==> src/rtl/phy_symbols_pkg.sv <==
// PHY symbol codes, receive FSM state encoding and FIFO entry layout shared by
// the demux, the deframer and their testbenches.
package phy_symbols_pkg;

    localparam logic [7:0] SYM_DATA = 8'h00;
    localparam logic [7:0] SYM_STP  = 8'hfb;
    localparam logic [7:0] SYM_SDP  = 8'h5c;
    localparam logic [7:0] SYM_END  = 8'hfd;
    localparam logic [7:0] SYM_EDB  = 8'hfe;
    localparam logic [7:0] SYM_SKP  = 8'h1c;
    localparam logic [7:0] SYM_IDL  = 8'h7c;
    localparam logic [7:0] SYM_FTS  = 8'h3c;
    localparam logic [7:0] SYM_COM  = 8'hbc;

    typedef enum logic [1:0] {
        ST_IDLE = 2'd0,
        ST_TLP  = 2'd1,
        ST_DLLP = 2'd2
    } rx_state_e;

    // Entry layout: {type, last, byte}
    localparam int ENTRY_W  = 10;
    localparam int LAST_BIT = 8;
    localparam int TYPE_BIT = 9;

    function automatic logic [ENTRY_W-1:0] pack_entry(input logic typ, input logic last,
                                                      input logic [7:0] b);
        return {typ, last, b};
    endfunction

endpackage

==> src/rtl/rx_pkt_fifo.sv <==
// Packet FIFO with a speculative write pointer: bytes become readable only
// once committed, and an aborted packet is discarded by rewinding to commit.
module rx_pkt_fifo
    import phy_symbols_pkg::*;
#(
    parameter int DEPTH = 32
) (
    input  logic               clk_i,
    input  logic               reset_i,
    input  logic               wr_en_i,
    input  logic [ENTRY_W-1:0] wr_entry_i,
    input  logic               commit_i,
    input  logic               rewind_i,
    input  logic               rd_en_i,
    output logic               full_o,
    output logic               rd_valid_o,
    output logic [ENTRY_W-1:0] rd_entry_o
);

    localparam int AW = $clog2(DEPTH);
    localparam int PW = AW + 1;

    logic [PW-1:0]      wr_q, wr_d, cm_q, cm_d, rd_q, rd_d;
    logic [PW-1:0]      wr_prev;
    logic               wr_fire;
    logic [ENTRY_W-1:0] mem_q [DEPTH];

    assign wr_prev    = wr_q - PW'(1);
    assign full_o     = (wr_q - rd_q) == PW'(DEPTH);
    assign wr_fire    = wr_en_i && !full_o && !rewind_i;
    assign rd_valid_o = rd_q != cm_q;
    // Masked so nothing stale or uninitialised leaks out while empty.
    assign rd_entry_o = rd_valid_o ? mem_q[rd_q[AW-1:0]] : '0;

    always_comb begin
        wr_d = wr_q;
        if (rewind_i) begin
            wr_d = cm_q;
        end else if (wr_fire) begin
            wr_d = wr_q + PW'(1);
        end
        cm_d = commit_i ? wr_q : cm_q;
        rd_d = (rd_en_i && rd_valid_o) ? rd_q + PW'(1) : rd_q;
    end

    always_ff @(posedge clk_i) begin
        if (reset_i) begin
            wr_q <= '0;
            cm_q <= '0;
            rd_q <= '0;
        end else begin
            wr_q <= wr_d;
            cm_q <= cm_d;
            rd_q <= rd_d;
        end
    end

    always_ff @(posedge clk_i) begin
        if (wr_fire) begin
            mem_q[wr_q[AW-1:0]] <= wr_entry_i;
        end
        if (commit_i) begin
            mem_q[wr_prev[AW-1:0]][LAST_BIT] <= 1'b1;
        end
    end

endmodule

==> src/rtl/rx_deframer.sv <==
// Receive deframer: strips STP/SDP...END framing, buffers each packet until
// END commits it, and drops malformed packets with a one-cycle pkt_err pulse.
module rx_deframer
    import phy_symbols_pkg::*;
#(
    parameter int DEPTH   = 32,
    parameter int MAX_LEN = 16
) (
    input  logic      clk_250k,
    input  logic      reset,
    input  logic      valid,
    input  logic [7:0] control,
    input  logic [7:0] data_dm,
    output logic      out_valid,
    input  logic      out_ready,
    output logic [7:0] out_data,
    output logic      out_last,
    output logic      out_type,
    output logic      pkt_err,
    output logic [7:0] pkt_count,
    output logic [7:0] err_count,
    output rx_state_e dbg_state_o
);

    localparam int LW = $clog2(MAX_LEN + 1);

    rx_state_e          state_q;
    logic [LW-1:0]      len_q;
    logic               pkt_err_q;
    logic [7:0]         pkt_cnt_q;
    logic [7:0]         err_cnt_q;

    logic               do_write, do_commit, do_drop;
    logic               fifo_full;
    logic [ENTRY_W-1:0] wr_entry;
    logic [ENTRY_W-1:0] rd_entry;

    // Inside a packet every symbol other than an accepted data byte or a
    // non-empty END aborts it; the aborting symbol itself is consumed.
    always_comb begin
        do_write  = 1'b0;
        do_commit = 1'b0;
        do_drop   = 1'b0;
        if (valid && state_q != ST_IDLE) begin
            if (control == SYM_DATA) begin
                if (fifo_full || len_q == LW'(MAX_LEN)) begin
                    do_drop = 1'b1;
                end else begin
                    do_write = 1'b1;
                end
            end else if (control == SYM_END && len_q != '0) begin
                do_commit = 1'b1;
            end else begin
                do_drop = 1'b1;
            end
        end
    end

    assign wr_entry = pack_entry(state_q == ST_DLLP, 1'b0, data_dm);

    always_ff @(posedge clk_250k) begin
        if (reset) begin
            state_q   <= ST_IDLE;
            len_q     <= '0;
            pkt_err_q <= 1'b0;
            pkt_cnt_q <= '0;
            err_cnt_q <= '0;
        end else begin
            pkt_err_q <= do_drop;
            if (do_drop && err_cnt_q != 8'hff) begin
                err_cnt_q <= err_cnt_q + 8'd1;
            end
            if (do_commit) begin
                pkt_cnt_q <= pkt_cnt_q + 8'd1;
            end
            if (do_drop || do_commit) begin
                state_q <= ST_IDLE;
                len_q   <= '0;
            end else if (do_write) begin
                len_q <= len_q + LW'(1);
            end else if (valid && state_q == ST_IDLE) begin
                if (control == SYM_STP) begin
                    state_q <= ST_TLP;
                end else if (control == SYM_SDP) begin
                    state_q <= ST_DLLP;
                end
            end
        end
    end

    rx_pkt_fifo #(.DEPTH(DEPTH)) u_fifo (
        .clk_i      (clk_250k),
        .reset_i    (reset),
        .wr_en_i    (do_write),
        .wr_entry_i (wr_entry),
        .commit_i   (do_commit),
        .rewind_i   (do_drop),
        .rd_en_i    (out_ready),
        .full_o     (fifo_full),
        .rd_valid_o (out_valid),
        .rd_entry_o (rd_entry)
    );

    assign out_data    = rd_entry[7:0];
    assign out_last    = rd_entry[LAST_BIT];
    assign out_type    = rd_entry[TYPE_BIT];
    assign pkt_err     = pkt_err_q;
    assign pkt_count   = pkt_cnt_q;
    assign err_count   = err_cnt_q;
    assign dbg_state_o = state_q;

endmodule
==> config.mk <==
export PLATFORM = sky130hd
export DESIGN_NAME = rx_deframer
export DESIGN_NICKNAME = d
export VERILOG_FILES = /design/src/rtl/phy_symbols_pkg.sv /design/src/rtl/rx_pkt_fifo.sv /design/src/rtl/rx_deframer.sv
export SDC_FILE = /design/constraint.sdc
export NUM_CORES = 1
export LEC_CHECK = 0
export ABC_AREA = 1
export BUFFER_PORTS_ARGS = -buffer_cell sky130_fd_sc_hd__buf_4
export CAP_MARGIN = 20
export CORE_MARGIN = 3
export CORE_UTILIZATION = 69
export CTS_BUF_LIST = sky130_fd_sc_hd__clkbuf_4
export DETAILED_ROUTE_END_ITERATION = 8
export GPL_TIMING_DRIVEN = 0
export PLACE_DENSITY_LB_ADDON = 0.05
export SKIP_CTS_REPAIR_TIMING = 1
export SLEW_MARGIN = 20
export SYNTH_ARGS = -nofsm -noshare
export SYNTH_HDL_FRONTEND = slang
export SYNTH_SLANG_ARGS = --single-unit
==> constraint.sdc <==
create_clock -name clk_250k -period 6.9 [get_ports clk_250k]
set_input_delay 0.345 -clock clk_250k [delete_from_list [all_inputs] [get_ports clk_250k]]
set_output_delay 0.345 -clock clk_250k [all_outputs]
set_load 0.02 [all_outputs]
==> metrics.csv <==
metric,value,unit
status,"finished, violations left",
failing checks,DRC,
CTS tree,done,
sequential share of power,0.516,
drt total wl,45100,microns
"most common cell after layout, fill and taps aside",edfxtp_1,
vias in the first global route,12130,
Slew @ Worst Pin,1040,ps
number of synthesized flops with an enable pin,320,
RSZ-0062 raised after global routing,false,
CTS H-tree lvls,3,
Total Power,4.67,mW
FP Rows,54,
final cycle utilization of the critical path,0.578,
post-synthesis sequential area ratio,0.669,
Final Hold Fails,0,
Fin Clk Skew,40.9,ps
via count,12483,
CP max FO,10,
required time worst endpoint,6550,ps
Synth Area in XOR/XNOR,0.0117,
simple-gate area share of the yosys netlist,0.139,
busiest grt layer,met2,
Clock transition at path regs,70,ps
Pwr Density,259,nW/um^2
"antenna viol nets, final",0,
first-pass GRT wire length,67200,microns
"Slew Viols, Final",0,
worst skew pair latency,730,ps
asr flop ratio synth,0,
leakage,6.47,nW
wire per inst,23.7,microns
hold crit path type,in -> reg,
IO buf count,48,
CP Data Arrival Time,3640,ps
gpl congestion,0.926,
Worst Setup Start Kind,flip-flop,
most frequent cells in the layout,"edfxtp_1, nor2_1, o21ai_0",
post-synthesis adder-cell area fraction,0.00953,
cell count after synthesis,1398,
compound-cell area share of the yosys netlist,0.124,
initial antenna violation count,1,
Logic pwr share,0.105,
met1 GRT Util,0.486,
part of the power in the clock network,0.379,
Layout area overhead,14.6,%
Synth cell types,41,
flop and latch count out of synthesis,367,
"Net Count, Synth",1430,
endpoints failing setup,0,
endpoint type of the worst setup path,output pin,
Non-Filler Instances,1900,
mean number of vias per cell,6.57,
layout net count,1587,
Internal Power,3.45,mW
DR iter-0 viols,2016,
clock tree buffer depth,3,
Ports,50,
Total GRT Usage,0.367,
fmax,0.251,GHz
total grt overflow,0,
dominant synthesized flop cell,edfxtp_1,
CP Class,reg -> out,
largest net degree at the start of global routing,33,
largest family of logic cells by synthesized area,simple AND/OR/NAND/NOR gates,
Switching Share,0.261,
chip width,157,microns
Yosys warnings,0,
dpl hpwl,29300,microns
setup_tns,0,ps
VDD IR max,0.000201,V
Initial Utilization,0.711,
synthesized area,15800,sq um
GR Util met2,0.562,
syn avg cell area,11.3,sq um
min Tclk post-route,3990,ps
root buffer cell,clkbuf_4,
share of layout cells above drive strength 1,0.185,
met3 Use GR,0.114,
Die ar.,24700,sq um
CTS buffer count,89,
core box area,22200,sq um
residual DRC count,2,
Switch Pwr,1.22,mW
Max-slew headroom,0.301,
Pre-Repair DR Iteration Count,9,
Die Height,157,microns
cell count after placement,1742,
clock sink count,367,
mux contribution to synthesized area,0,
maxcap violations,0,
## cell families (layout without fill, tap and decap cells)
| group | count (synthesis) | count (layout) |
|---|---|---|
| buffers and inverters | 182 | 403 |
| and+or+nand+nor | 490 | 490 |
| adders and majority gates | 12 | 12 |
| xor gates and xnor gates | 21 | 21 |
| other | 0 | 1 |
| DFF | 367 | 367 |
| AOI/OAI and AO/OA | 326 | 326 |
## worst max-delay path, cell delays in order (launching register included)
cell and delay [ps]:
dfxtp_1 300, buf_2 170, inv_1 160, clkbuf_1 530, clkbuf_1 620, o21ai_0 180, o221ai_1 330, nand3_1 200
a21oi_1 260, buf_4 180
## path summary, 6_finish.rpt
path | start | endpoint | slack [ps] | depth (start not counted)
min | control[2] | dbg_state_o[0] | 10 | 6
min reg2reg | pkt_count[7] | pkt_count[7] | 470 | 2
max | flip-flop | out_data[5] | 2910 | 9
max reg2reg | u_fifo.rd_q[2] | u_fifo.mem_q[15][9] | 3570 | 11
## cell usage after synthesis, drive strengths merged, types with 3 or more instances
| master | count | share of area |
|---|---|---|
| edfxtp | 320 | 0.61 |
| nor2 | 229 | 0.055 |
| o21ai | 181 | 0.059 |
| nand2 | 109 | 0.027 |
| inv | 91 | 0.022 |
| nand3 | 81 | 0.030 |
| clkbuf | 67 | 0.016 |
| o221ai | 60 | 0.033 |
| a21oi | 49 | 0.016 |
| nor3 | 49 | 0.018 |
| dfxtp | 47 | 0.060 |
| buf | 20 | 0.0071 |
| o211ai | 18 | 0.0086 |
| xor2 | 14 | 0.0078 |
| ha | 12 | 0.0095 |
| nand4 | 12 | 0.0052 |
| a31oi | 10 | 0.0040 |
| xnor2 | 7 | 0.0039 |
| o22ai | 6 | 0.0024 |
| clkinv | 4 | 0.00095 |
| nor3b | 3 | 0.0014 |
| or2 | 3 | 0.0012 |
## power by group through the flow
stage               Combinational [mW]  Sequential, mW  Clock, mW
CTS                              0.468            2.41       1.75
detailed placement               0.464            2.46          0
finish                           0.492            2.41       1.77
global placement                 0.436            2.46          0
floorplan                        0.263            2.46          0
global route                     0.513            2.41       1.87
## sequential cells by signal, indices dropped and copies added, names as in the netlist, named ones only
name,flops
u_fifo.mem_q,320
err_count,8
pkt_count,8
u_fifo.cm_q,6
u_fifo.rd_q,6
u_fifo.wr_q,6
len_q,5
dbg_state_o,2
pkt_err,1
## stage by stage
stage | instance area, sq um | util | hold WS, ps | setup slack [ps]
floorplan | 15800 | - | 458 | 3640
global placement | 16500 | 0.743 | 450 | 1110
detailed placement | 16900 | 0.763 | 461 | 3610
CTS | 18000 | 0.814 | -73.4 | 3080
global route | 18100 | 0.815 | 7.78 | 2850
finish | 18100 | 0.815 | 11.4 | 2910
## per-layer routing
| metal | vias to the layer above | part of all wire |
|---|---|---|
| met4 | 0 | 0.054 |
| met1 | 5806 | 0.35 |
| met3 | 235 | 0.15 |
| met2 | 1026 | 0.45 |
| met5 | - | 0 |
| li1 | 5416 | - |
## cell type report
class                           instances  area (sq um)
Sequential cell                       367         10600
Clock inverter                         22           120
Antenna cell                            1          2.50
Timing Repair Buffer                   66           621
Clock buffer                          133           998
Multi-Input combinational cell        849          4680
Inverter                               95           359
Fill cell                            1283          4110
Tap cell                              280           350
Buffer                                 87           367
(Power assumes the default switching activity.)
